$ cat config.mk
export PLATFORM = sky130hd
export DESIGN_NAME = debug_uart_ctrl
export DESIGN_NICKNAME = d
export VERILOG_FILES = /design/src/rtl/debug_uart_ctrl.sv
export SDC_FILE = /design/constraint.sdc
export NUM_CORES = 1
export LEC_CHECK = 0
export BUFFER_PORTS_ARGS = -buffer_cell sky130_fd_sc_hd__buf_2
export CORE_AREA = 3 3 102 104
export CTS_CLUSTER_DIAMETER = 200
export CTS_CLUSTER_SIZE = 12
export DETAILED_ROUTE_END_ITERATION = 8
export DIE_AREA = 0 0 105 107
export PLACE_DENSITY = 0.79
export RECOVER_POWER = 100
export SYNTH_ARGS = -nofsm -noshare
export SYNTH_HDL_FRONTEND = slang
export SYNTH_SLANG_ARGS = --single-unit
$ cat constraint.sdc
create_clock -name clk -period 5 [get_ports clk]
set_input_delay 0.75 -clock clk [delete_from_list [all_inputs] [get_ports clk]]
set_output_delay 0.75 -clock clk [all_outputs]
set_load 0.05 [all_outputs]
$ cat src/rtl/debug_uart_ctrl.sv
// debug_uart_ctrl
//   Command sequencer between the debug UART FIFOs and the MIPS pipeline.
//   Pops command bytes from the RX FIFO and then does one of the following:
//   loads instruction memory, single-steps the CPU, free-runs the CPU until it
//   halts, or streams the register file back through the TX FIFO.
//   This block is the only user of both FIFO ports.
//
// Ports
//   clk, reset          clock; asynchronous active-low reset
//   rx_empty, r_data    RX FIFO status and head byte (first-word fall-through)
//   rd_uart             RX pop strobe
//   tx_full             TX FIFO full
//   wr_uart, w_data     TX push strobe and byte
//   im_we/addr/wdata    instruction-memory write port
//   cpu_run, cpu_step   free-run level and single-step pulse
//   cpu_halted          CPU has reached HALT
//   dbg_addr, dbg_data  register-file debug read port (combinational data)
//   busy                high in every state except IDLE
//
// Command set (first byte):
//   'L' N w0..wN-1 : load N words (N=0 means 256); replies 'K'
//   'S'            : one step pulse, then a full register dump
//   'R'            : run until halted; replies 'K'
//   'D'            : register dump, 4 bytes per register, MSB first
//   other          : replies '?'
module debug_uart_ctrl #(
    parameter int DBIT  = 8,   // expected to be 8; the low byte of r_data is used
    parameter int IM_AW = 8,
    parameter int NREGS = 32,
    parameter int RA_W  = 5
) (
    input  logic             clk,
    input  logic             reset,
    input  logic             rx_empty,
    input  logic [DBIT-1:0]  r_data,
    output logic             rd_uart,
    input  logic             tx_full,
    output logic             wr_uart,
    output logic [DBIT-1:0]  w_data,
    output logic             im_we,
    output logic [IM_AW-1:0] im_addr,
    output logic [31:0]      im_wdata,
    output logic             cpu_run,
    output logic             cpu_step,
    input  logic             cpu_halted,
    output logic [RA_W-1:0]  dbg_addr,
    input  logic [31:0]      dbg_data,
    output logic             busy
);

    localparam logic [7:0] CMD_LOAD = 8'h4C;
    localparam logic [7:0] CMD_STEP = 8'h53;
    localparam logic [7:0] CMD_RUN  = 8'h52;
    localparam logic [7:0] CMD_DUMP = 8'h44;
    localparam logic [7:0] RSP_OK   = 8'h4B;
    localparam logic [7:0] RSP_BAD  = 8'h3F;

    typedef enum logic [3:0] {
        IDLE, CMD, LOAD_CNT, LOAD_BYTE, LOAD_WR, STEP, RUN,
        DUMP_ADDR, DUMP_LATCH, DUMP_SEND, ACK
    } state_t;

    state_t      state;
    logic        armed;       // low for the first cycle out of reset, keeps rd_uart at 0 during reset
    logic        tx_pend;     // w_data holds a byte that has not been accepted yet
    logic [7:0]  cmd;
    logic [1:0]  byte_idx;
    logic [8:0]  words_left;  // 9 bits so that a count byte of 0 can hold 256
    logic [23:0] dump_sh;     // remaining bytes of the register being sent
    logic [7:0]  rx_byte;
    logic        last_reg;

    assign rx_byte  = r_data[7:0];
    assign last_reg = (dbg_addr == RA_W'(NREGS - 1));

    // The strobes are qualified by the FIFO flags in the same cycle. No pop is
    // issued into an empty FIFO and no push into a full one, whatever the
    // flags did in the previous cycle.
    assign rd_uart = armed && !rx_empty &&
                     (state == IDLE || state == LOAD_CNT || state == LOAD_BYTE);
    assign wr_uart = tx_pend && !tx_full;
    assign busy    = (state != IDLE);

    always_ff @(posedge clk or negedge reset) begin
        if (!reset) begin
            state      <= IDLE;
            armed      <= 1'b0;
            tx_pend    <= 1'b0;
            cmd        <= '0;
            byte_idx   <= '0;
            words_left <= '0;
            dump_sh    <= '0;
            w_data     <= '0;
            im_we      <= 1'b0;
            im_addr    <= '0;
            im_wdata   <= '0;
            cpu_run    <= 1'b0;
            cpu_step   <= 1'b0;
            dbg_addr   <= '0;
        end else begin
            armed <= 1'b1;
            case (state)
                IDLE: if (rd_uart) begin
                    cmd   <= rx_byte;
                    state <= CMD;
                end

                CMD: case (cmd)
                    CMD_LOAD: begin
                        im_addr <= '0;
                        state   <= LOAD_CNT;
                    end
                    CMD_STEP: begin
                        cpu_step <= 1'b1;
                        state    <= STEP;
                    end
                    CMD_RUN: begin
                        // If the CPU is already halted, cpu_run never asserts.
                        if (cpu_halted) begin
                            w_data  <= DBIT'(RSP_OK);
                            tx_pend <= 1'b1;
                            state   <= ACK;
                        end else begin
                            cpu_run <= 1'b1;
                            state   <= RUN;
                        end
                    end
                    CMD_DUMP: begin
                        dbg_addr <= '0;
                        state    <= DUMP_ADDR;
                    end
                    default: begin
                        w_data  <= DBIT'(RSP_BAD);
                        tx_pend <= 1'b1;
                        state   <= ACK;
                    end
                endcase

                LOAD_CNT: if (rd_uart) begin
                    words_left <= (rx_byte == 8'd0) ? 9'd256 : {1'b0, rx_byte};
                    byte_idx   <= '0;
                    state      <= LOAD_BYTE;
                end

                // Assemble the word directly in im_wdata. A stall on an empty
                // RX FIFO keeps the bytes received so far.
                LOAD_BYTE: if (rd_uart) begin
                    im_wdata <= {im_wdata[23:0], rx_byte};
                    byte_idx <= byte_idx + 2'd1;
                    if (byte_idx == 2'd3) begin
                        im_we <= 1'b1;
                        state <= LOAD_WR;
                    end
                end

                LOAD_WR: begin
                    im_we      <= 1'b0;
                    im_addr    <= im_addr + 1'b1;
                    words_left <= words_left - 9'd1;
                    if (words_left == 9'd1) begin
                        w_data  <= DBIT'(RSP_OK);
                        tx_pend <= 1'b1;
                        state   <= ACK;
                    end else begin
                        state <= LOAD_BYTE;
                    end
                end

                STEP: begin
                    cpu_step <= 1'b0;
                    dbg_addr <= '0;
                    state    <= DUMP_ADDR;
                end

                RUN: if (cpu_halted) begin
                    cpu_run <= 1'b0;
                    w_data  <= DBIT'(RSP_OK);
                    tx_pend <= 1'b1;
                    state   <= ACK;
                end

                DUMP_ADDR: state <= DUMP_LATCH;

                DUMP_LATCH: begin
                    w_data   <= DBIT'(dbg_data[31:24]);
                    dump_sh  <= dbg_data[23:0];
                    byte_idx <= '0;
                    tx_pend  <= 1'b1;
                    state    <= DUMP_SEND;
                end

                DUMP_SEND: if (wr_uart) begin
                    if (byte_idx == 2'd3) begin
                        tx_pend <= 1'b0;
                        if (last_reg) begin
                            state <= IDLE;
                        end else begin
                            dbg_addr <= dbg_addr + 1'b1;
                            state    <= DUMP_ADDR;
                        end
                    end else begin
                        w_data   <= DBIT'(dump_sh[23:16]);
                        dump_sh  <= {dump_sh[15:0], 8'h00};
                        byte_idx <= byte_idx + 2'd1;
                    end
                end

                ACK: if (wr_uart) begin
                    tx_pend <= 1'b0;
                    state   <= IDLE;
                end

                default: state <= IDLE;
            endcase
        end
    end

endmodule

==> impl_results.md, run 1 <==
- Result of the run: finished with violations
- Violated checks: capacitance limit, slew limit
- Detailed Route Iter0 Violations: 310
- Maximum number of pins on one net before global-route repair: 66
- Worst hold slack after final layout: 0.465 ns
- Final setup violating endpoints: 0
- H-tree Lvls: 3
- Number of primary I/O pins: 104
- Number of nets in the layout: 702
- Storage element area: 2630 µm²
- Routed Wire Length: 13200 µm
- Count of max-cap constraint violations: 3
- Die Footprint: 11200 µm²
- Commonest non-fill, non-tap cells in the layout: 133 x sky130_fd_sc_hd__nand2_1, 105 x sky130_fd_sc_hd__dfrtp_1, 63 x sky130_fd_sc_hd__clkbuf_1, 43 x sky130_fd_sc_hd__nor2_1, 43 x sky130_fd_sc_hd__buf_2
- Gate count of the mapped netlist: 561
- Multi-input gate area: 2440 µm²
- Diode insertion count for antenna repair: 0
- Hold buffer count at cts: 0
- CTS tree: done
- Worst Hold Class: in2async
- Synthesis-to-layout area growth: 13.3%
- Endpoint of the worst register-to-register path: im_we
- Final weighted congestion in routability-driven placement: 0.913
- Clk sink count: 105
- # Post-CTS Setup Buffers: 0
- Setup slack of the most critical reg-to-reg path: 1.50 ns
- Fill cell total of the finished layout: 909
- Async set-or-reset flop fraction in the synthesized netlist: 100%
- Worst voltage drop across the vdd grid: 277 µV
- Maximum root-to-sink buffer count: 2
- Mean routed wirelength per cell: 16.7 µm
- Critical Path Start Type: register
- Die X-Extent: 105 µm
- Num CTS Buffers: 9
- Total leakage power: 2.67 nW
- Commonest non-fill, non-tap cell in the layout: sky130_fd_sc_hd__nand2_1
- Required time at the endpoint of the critical path: 4.25 ns
- #FFs+latches synth: 105
- Proportion of layout cells with a drive suffix above 1: 14.3%
- Final hold violation count: 0
- Clock tree root driver cell: sky130_fd_sc_hd__clkbuf_8
- Sequence of cells on the critical path: nor4b_1 -> and2_1 -> clkbuf_1
- Headroom to the max-slew limit: -43.9%
- Clock Latency Late Sink: 0.38 ns
- First-pass GRT wire length: 21800 µm
- DP Worst Slack: 2.19 ns
- Sum Neg Setup Slack: 0 ns
- Post-Synthesis Net Count: 612
- Vias after detailed routing: 4574
- Transition time at the pin with the least slew margin: 2.16 ns
- Minimum clock period: 3.64 ns
- Mean cell area of the mapped netlist: 9.37 µm²
- Number of max-slew violations in the final report: 108
- Distinct cell type count of the synthesized netlist: 65
- Slowest cell on crit path: sky130_fd_sc_hd__nor4b_1
- Peak per-stage delay on the critical path: 1.14 ns
- Placement row count: 36
- Critical path class: reg2out
- Post-detailed-route via-to-cell ratio: 5.80
- Total of cells resized after clock tree synthesis: 0
- Crit. End Element: output pin
- Unrepaired setup endpoints after global routing: false
- Die Span Y: 107 µm
- Placeable core region: 9640 µm²
- Via count of the first global-routing pass: 4533
- Final Cycle Share: 72.8%
- Worst flop-to-flop path startpoint: state[2]
- Least setup slack across all paths after layout: 1.36 ns
- EDFF count, synth: 0
- Achievable Freq: 0.275 GHz
- Predominant post-synthesis flop cell: sky130_fd_sc_hd__dfrtp_1
- Router iterations before antenna repair: 5
- Clk slew on worst S/H paths: 0.10 ns
- Final Cell Area: 5960 µm²
- Pwr per Cell Area: 656 nW/µm²
- Total standard cell area after synthesis: 5260 µm²
- Number of warning messages in the yosys log: 0
- Utilization of the core after routing: 61.8%
- # DRC: 0
- Layout Skew: 0.0170 ns
- Antenna violations before repair: 0
- Port-buffer cells: 103
- Critical path peak fanout: 21
- Starting utilization of the core area: 54.6%
- Estimated wirelength of the detail-placed design: 9450 µm
- Worst Reg-to-Reg Cells: 6
- Placed Area: 5880 µm²
- Data arrival time of the worst path: 2.89 ns
- Final global-route overflow total: 0
- Share of the yosys chip area belonging to registers: 50.0%
- Global router's overall resource usage: 24.0%
- Residual antenna-violating net count after detailed routing: 0
worst max path at each step:
stage                         from   endpoint  slack [ns]  depth (start not counted)
after global routing      state[2]      im_we        1.18                          6
after floorplan           rx_empty    rd_uart        2.71                          2
after global placement    state[0]  w_data[6]        2.31                          5
after detailed placement  state[0]  w_data[6]        2.19                          5
after CTS                 state[0]       busy        2.15                          3
final                     state[2]    rd_uart        1.36                          3
cell type report:
cell class | instances | share of cell area [%]
flip-flops and latches | 105 | 44.1
clock inverters | 6 | 1.22
well taps | 133 | 2.79
clock buffers | 10 | 2.14
inverters | 12 | 0.756
multi-input cells | 414 | 41.0
repair buffers | 109 | 8.02
synthesized netlist by cell type, drive strengths merged (2+ instances only):
cell type  instances  area share (%)
mux2i              4            0.76
or4b               4            0.76
or3b               4            0.76
o21a               3            0.43
a32oi              3            0.50
a31oi             20             2.7
nand2b             5            0.74
o32a               4            0.76
o311ai             2            0.33
or4                2            0.29
a311oi             2            0.33
a22oi              3            0.43
and2               3            0.36
or3                4            0.48
mux2              19             4.1
clkbuf            19             1.4
a221o              2            0.38
nor2              43             3.1
nor2b              5            0.59
inv               12            0.86
a21o               2            0.29
ha                 6             1.4
a211oi             4            0.57
o21ai             30             2.9
a21oi             23             2.3
nand3             14             1.3
buf               11             1.3
and3               5            0.59
nor4b              6             1.4
nand4              4            0.48
nor4bb             2            0.38
nor3b              2            0.29
o221ai             2            0.33
nand2            133             9.5
o22ai              3            0.36
or2                2            0.24
nand4b             2            0.33
o31ai              8             1.1
nor3               9            0.86
a22o               9             1.5
dfrtp            105              50
nor4               3            0.36
where the power goes:
group | internal, mW | switching (mW)
Sequential | 1.18 | 0.368
Combinational | 0.560 | 1.25
Clock | 0.239 | 0.309
Total | 1.98 | 1.93
stage by stage:
step	std cells	total power [mW]
floorplan	561	2.95
global placement	773	3.37
detailed placement	773	3.44
CTS	789	3.98
global route	789	4.16
finish	789	3.91
flip-flops by register name (all words and copies together) (netlist names):
| name | count |
|---|---|
| dbg_addr | 5 |
| im_we | 1 |
| armed | 1 |
| im_wdata | 32 |
| cmd | 8 |
| im_addr | 8 |
| words_left | 9 |
| cpu_run | 1 |
| state | 4 |
| tx_pend | 1 |
| byte_idx | 2 |
| dump_sh | 24 |
| cpu_step | 1 |
| w_data | 8 |
per-layer routing:
metal,vias to the layer above,share of wire (%),global-route usage (%)
li1,2173,-,-
met1,2206,43,31.8
met2,169,48,39.3
met3,26,6.8,4.70
met4,0,2.4,8.90
met5,-,0,0
worst max-delay path, delay by kind of cell, from the launching register on:
family                 cells  cell delay, ns
and+or+nand+nor            2            1.39
buffers and inverters      1            0.47
DFF                        1            0.65
cell families (layout without fill, tap and decap cells):
group                    count (synthesis)  in the layout  synth area share, %
multiplexers                            23             23                 4.83
buffers and inverters                   42            137                 3.47
AND/OR/NAND/NOR                        257            257                 23.7
adder cells (fa/ha/maj)                  6              6                 1.43
other                                    1              1               0.0713
AO/OA/AOI/OAI                          127            127                 16.6
flip-flops                             105            105                 50.0
Note: power is estimated with default switching activity, not from simulation.
==> inputs of run 2 (changes only) <==
==> constraint.sdc (replaced) <==
create_clock -name clk -period 3.7 [get_ports clk]
set_input_delay 0.555 -clock clk [delete_from_list [all_inputs] [get_ports clk]]
set_output_delay 0.555 -clock clk [all_outputs]
set_load 0.05 [all_outputs]
==> impl_results.md, run 2 (synthesis gave the netlist of run 1 again) <==
- Result of the run: finished with violations
- Violated checks: capacitance limit, slew limit
- Die Footprint: 11200 µm²
- Residual antenna-violating net count after detailed routing: 0
- Post-detailed-route via-to-cell ratio: 5.91
- # DRC: 0
- Commonest non-fill, non-tap cells in the layout: 133 x sky130_fd_sc_hd__nand2_1, 105 x sky130_fd_sc_hd__dfrtp_1, 65 x sky130_fd_sc_hd__clkbuf_1, 43 x sky130_fd_sc_hd__nor2_1, 43 x sky130_fd_sc_hd__buf_2
- Pwr per Cell Area: 881 nW/µm²
- First-pass GRT wire length: 22200 µm
- Via count of the first global-routing pass: 4506
- Maximum root-to-sink buffer count: 2
- Detailed Route Iter0 Violations: 420
- Vias after detailed routing: 4682
- Die Span Y: 107 µm
- Setup slack of the most critical reg-to-reg path: 0.86 ns
- Hold buffer count at cts: 0
- Final global-route overflow total: 0
- Largest registers: im_wdata: 32 flops, dump_sh: 24 flops, words_left: 9 flops
- Number of nets in the layout: 705
- Required time at the endpoint of the critical path: 3.14 ns
- Max reg flops: 32
- Proportion of layout cells with a drive suffix above 1: 14.4%
- Sink of the worst hold path: dump_sh[5]
- Final Cycle Share: 76.9%
- # Post-CTS Setup Buffers: 0
- Worst voltage drop across the vdd grid: 383 µV
- Router iterations before antenna repair: 5
- Layout Skew: 0.0145 ns
- Routed Wire Length: 13200 µm
- Worst flop-to-flop path startpoint: state[2]
- Diode insertion count for antenna repair: 0
- Worst Hold Class: in2reg
- Launch point of the critical path: state[2]
- Placement row count: 36
- Power share of the clock group: 13.2%
- Sum Neg Setup Slack: 0 ns
- Achievable Freq: 0.352 GHz
- H-tree Lvls: 3
- Count of max-cap constraint violations: 1
- Port-buffer cells: 103
- Maximum number of pins on one net before global-route repair: 82
- Headroom to the max-slew limit: -30.8%
- Unrepaired setup endpoints after global routing: false
- Transition time at the pin with the least slew margin: 1.96 ns
- Critical path peak fanout: 21
- Final weighted congestion in routability-driven placement: 0.916
- Start point of the worst hold path: dbg_data[5]
- Final hold violation count: 0
- Net switching share of the total power: 50.1%
- Minimum clock period: 2.84 ns
- Cell internal power dissipation: 2.63 mW
- Clk sink count: 105
- Starting utilization of the core area: 54.6%
- Share of total power in combinational logic: 47.6%
- Num CTS Buffers: 9
- CTS tree: done
- Commonest non-fill, non-tap cell in the layout: sky130_fd_sc_hd__nand2_1
- Worst Reg-to-Reg Cells: 5
- Endpoint of the worst register-to-register path: tx_pend
- Fin cells: 792
- Worst hold path stage count: 2
- Antenna violations before repair: 1
- Critical Path Start Type: register
- Proportion of power drawn by flip-flops and latches: 39.1%
- Number of primary I/O pins: 104
- Crit. End Element: output pin
- Placeable core region: 9640 µm²
- Total placed cells including tap cells: 776
- Data arrival time of the worst path: 2.29 ns
- Clock Latency Late Sink: 0.38 ns
- Die X-Extent: 105 µm
- Estimated wirelength of the detail-placed design: 9520 µm
- Critical path class: reg2out
- Global router's overall resource usage: 24.4%
- Clock tree root driver cell: sky130_fd_sc_hd__clkbuf_8
- Number of max-slew violations in the final report: 82
- Mean routed wirelength per cell: 16.6 µm
- Total leakage power: 2.67 nW
- Total of cells resized after clock tree synthesis: 0
- Psw: 2.64 mW
- Final setup violating endpoints: 0
- Synthesis-to-layout area growth: 13.7%
- Clk slew on worst S/H paths: 0.11 ns
- Register with the most flip-flops: im_wdata
[run 2: cell type report]
type                    instances  area, µm²
clock buffers                  10        128
clock inverters                 6       61.3
fillers                       900       3660
inverters                      12       45.0
multi-input cells             414       2460
flip-flops and latches        105       2630
well taps                     133        166
repair buffers                112        490
[run 2: worst max path at each step]
stage | end | slack [ns]
finish | rd_uart | 0.86
global route | tx_pend | 0.62
CTS | rd_uart | 1.05
detailed placement | w_data[6] | 1.07
global placement | w_data[6] | 1.13
floorplan | dbg_addr[2] | 1.43
[run 2: stage by stage]
stage	cell area, µm²	util, %	total power [mW]	setup slack, ns	hold WS, ns
after floorplan	5260	-	3.99	1.43	0.259
after global placement	5900	61.3	4.58	1.13	0.454
after detailed placement	5900	61.3	4.67	1.07	0.461
after CTS	6090	63.2	5.37	1.05	0.359
after global routing	5980	62.0	5.62	0.619	0.369
final	5980	62.0	5.26	0.856	0.380
[run 2: power by group through the flow]
stage                     Combinational (mW)  Clock [mW]  Sequential (mW)
after floorplan                         1.34           0             2.65
after global placement                  2.54           0             2.04
after detailed placement                2.60           0             2.07
after CTS                               2.60       0.715             2.05
after global routing                    2.73       0.760             2.14
final                                   2.51       0.695             2.06
[run 2: critical path, stage by stage, from the launching register on]
cell                       delay, ns
sky130_fd_sc_hd__dfrtp_1        0.67
sky130_fd_sc_hd__nor4b_4        0.53
sky130_fd_sc_hd__and2_1         0.23
sky130_fd_sc_hd__clkbuf_1       0.48
[run 2: metal layers]
layer | GRT usage (%) | vias up | routed length (µm)
met2 | 38.4 | 177 | 6090
met5 | 0 | - | 13
li1 | - | 2188 | -
met4 | 11.1 | 2 | 401
met1 | 32.7 | 2281 | 5910
met3 | 5.06 | 34 | 759
==> inputs of run 3 (changes only) <==
--- a/config.mk
+++ b/config.mk
@@ -6,12 +6,12 @@
 export NUM_CORES = 1
 export LEC_CHECK = 0
 export BUFFER_PORTS_ARGS = -buffer_cell sky130_fd_sc_hd__buf_2
-export CORE_AREA = 3 3 102 104
+export CORE_AREA = 3 3 107 109
 export CTS_CLUSTER_DIAMETER = 200
 export CTS_CLUSTER_SIZE = 12
 export DETAILED_ROUTE_END_ITERATION = 8
-export DIE_AREA = 0 0 105 107
-export PLACE_DENSITY = 0.79
+export DIE_AREA = 0 0 110 112
+export PLACE_DENSITY = 0.75
 export RECOVER_POWER = 100
 export SYNTH_ARGS = -nofsm -noshare
 export SYNTH_HDL_FRONTEND = slang
==> constraint.sdc (replaced) <==
create_clock -name clk -period 2.35 [get_ports clk]
set_input_delay 0.3525 -clock clk [delete_from_list [all_inputs] [get_ports clk]]
set_output_delay 0.3525 -clock clk [all_outputs]
set_load 0.05 [all_outputs]
==> impl_results.md, run 3 (synthesis gave the netlist of run 1 again) <==
- Result of the run: finished clean
- Worst Hold Class: in2reg
- Clock Latency Late Sink: 0.38 ns
- Placeable core region: 10700 µm²
- Placement row count: 38
- Final hold violation count: 0
- Router iterations before antenna repair: 5
- Synthesis-to-layout area growth: 16.6%
- Clock tree root driver cell: sky130_fd_sc_hd__clkbuf_8
- CTS tree: done
- Register with the most flip-flops: im_wdata
- Count of max-cap constraint violations: 0
- Die X-Extent: 110 µm
- Max reg flops: 32
- # DRC: 0
- Maximum number of pins on one net before global-route repair: 44
- Critical path peak fanout: 8
- Layout Skew: 0.0118 ns
- Slowest cell on crit path: sky130_fd_sc_hd__or3b_4
- First-pass GRT wire length: 22000 µm
- Largest registers: im_wdata: 32 flops, dump_sh: 24 flops, words_left: 9 flops
- Power, Total: 8.47 mW
- Achievable Freq: 0.441 GHz
- Sequence of cells on the critical path: ha_1 -> or3b_4 -> a21oi_2 -> a31oi_4 -> or3b_4 -> o32a_1
- H-tree Lvls: 3
- Commonest non-fill, non-tap cell in the layout: sky130_fd_sc_hd__nand2_1
- Critical Path Start Type: register
- Maximum root-to-sink buffer count: 2
- Port-buffer cells: 103
- Sum Neg Setup Slack: 0 ns
- Final Cycle Share: 96.4%
- Vias after detailed routing: 4795
- Num CTS Buffers: 9
- Peak per-stage delay on the critical path: 0.42 ns
- Via count of the first global-routing pass: 4476
- GR met3 Demand/Resource: 3.94%
- Estimated wirelength of the detail-placed design: 10100 µm
- Global-route track usage on met1: 31.4%
- Clk slew on worst S/H paths: 0.10 ns
- Unrepaired setup endpoints after global routing: false
- Crit. End Element: register
- Most common cell type on the critical path: sky130_fd_sc_hd__or3b_4
- Antenna violations before repair: 0
- Data arrival time of the worst path: 2.53 ns
- Final global-route overflow total: 0
- Required time at the endpoint of the critical path: 2.62 ns
- Commonest non-fill, non-tap cells in the layout: 133 x sky130_fd_sc_hd__nand2_1, 105 x sky130_fd_sc_hd__dfrtp_1, 62 x sky130_fd_sc_hd__clkbuf_1, 43 x sky130_fd_sc_hd__buf_2, 42 x sky130_fd_sc_hd__nor2_1
- Number of max-slew violations in the final report: 0
- Proportion of layout cells with a drive suffix above 1: 17.5%
- Routed Wire Length: 13900 µm
- Number of primary I/O pins: 104
- Met2 Usage GRT: 35.6%
- Worst voltage drop across the vdd grid: 708 µV
- Critical path class: reg2reg
- Final weighted congestion in routability-driven placement: 0.890
- Setup slack of the most critical reg-to-reg path: 0.08 ns
- Final setup violating endpoints: 0
- Transition time at the pin with the least slew margin: 0.876 ns
- Die Span Y: 112 µm
- Starting utilization of the core area: 49.2%
- Mean routed wirelength per cell: 17.0 µm
- Die Footprint: 12300 µm²
- Global router's overall resource usage: 22.6%
- CP delay by family, top: simple AND/OR/NAND/NOR gates
- Number of nets in the layout: 721
- Headroom to the max-slew limit: 41.6%
- Minimum clock period: 2.27 ns
- Busiest metal layer after global routing: met2
- Crit path buffers/inverters: 0
- Diode insertion count for antenna repair: 0
- Clk sink count: 105
- Detailed Route Iter0 Violations: 340
- Pwr per Cell Area: 1380 nW/µm²
- Residual antenna-violating net count after detailed routing: 0
- Total leakage power: 2.75 nW
- Post-detailed-route via-to-cell ratio: 5.88
==> run 3: cell type report <==
cell class | count | area, µm²
inverter | 12 | 45.0
sequential | 105 | 2630
clock buffer | 12 | 145
timing repair buffer | 128 | 631
multi-input combinational | 414 | 2470
tap | 140 | 175
fill | 992 | 4570
clock inverter | 4 | 36.3
==> run 3: path summary, 6_finish.rpt <==
kind                              startpoint            to  depth (start not counted)
worst max-delay path             byte_idx[0]     w_data[6]                          6
worst min-delay path             dbg_data[0]    dump_sh[0]                          2
worst max register to register   byte_idx[0]     w_data[6]                          6
worst min register to register  im_wdata[28]  im_wdata[28]                          2
max in group asynchronous              reset      state[0]                          3
min in group asynchronous              reset  im_wdata[26]                          2
==> run 3: repair_timing <==
action / 4_1_cts / 5_1_grt
buffers inserted: 0 / 2
endpoints found under the hold margin: 34 / 0
gates resized for setup: 0 / 1
endpoints found under the setup margin: 0 / 2
hold buffers: 1 / 0
==> run 3: per-layer routing <==
metal | wire length (µm) | vias up
met5 | 0 | -
met2 | 6540 | 200
met1 | 6150 | 2350
met4 | 288 | 0
li1 | - | 2218
met3 | 884 | 27
==> run 3: worst reg2reg max path, cell delays in order (launching register included) <==
cell and delay, ns:
sky130_fd_sc_hd__dfrtp_1 0.41, sky130_fd_sc_hd__ha_1 0.26, sky130_fd_sc_hd__or3b_4 0.40, sky130_fd_sc_hd__a21oi_2 0.18, sky130_fd_sc_hd__a31oi_4 0.15, sky130_fd_sc_hd__or3b_4 0.42, sky130_fd_sc_hd__o32a_1 0.34
==> run 3: report_power, final <==
part | internal, mW | total [mW] | switching (mW)
Combinational | 1.34 | 4.24 | 2.89
Sequential | 2.52 | 3.16 | 0.641
Clock | 0.429 | 1.07 | 0.640
Total | 4.30 | 8.47 | 4.17
==> run 3: through the flow <==
step	worst slack (ns)	instances	hold WS (ns)	area, µm²	util (%)
finish	0.0849	815	0.187	6130	57.3
global route	0.0121	815	0.169	6130	57.3
CTS	0.0196	813	0.174	6230	58.2
detailed placement	0.0822	796	0.341	6040	56.4
global placement	0.145	796	0.332	6040	56.4
floorplan	0.0831	561	0.0569	5260	-
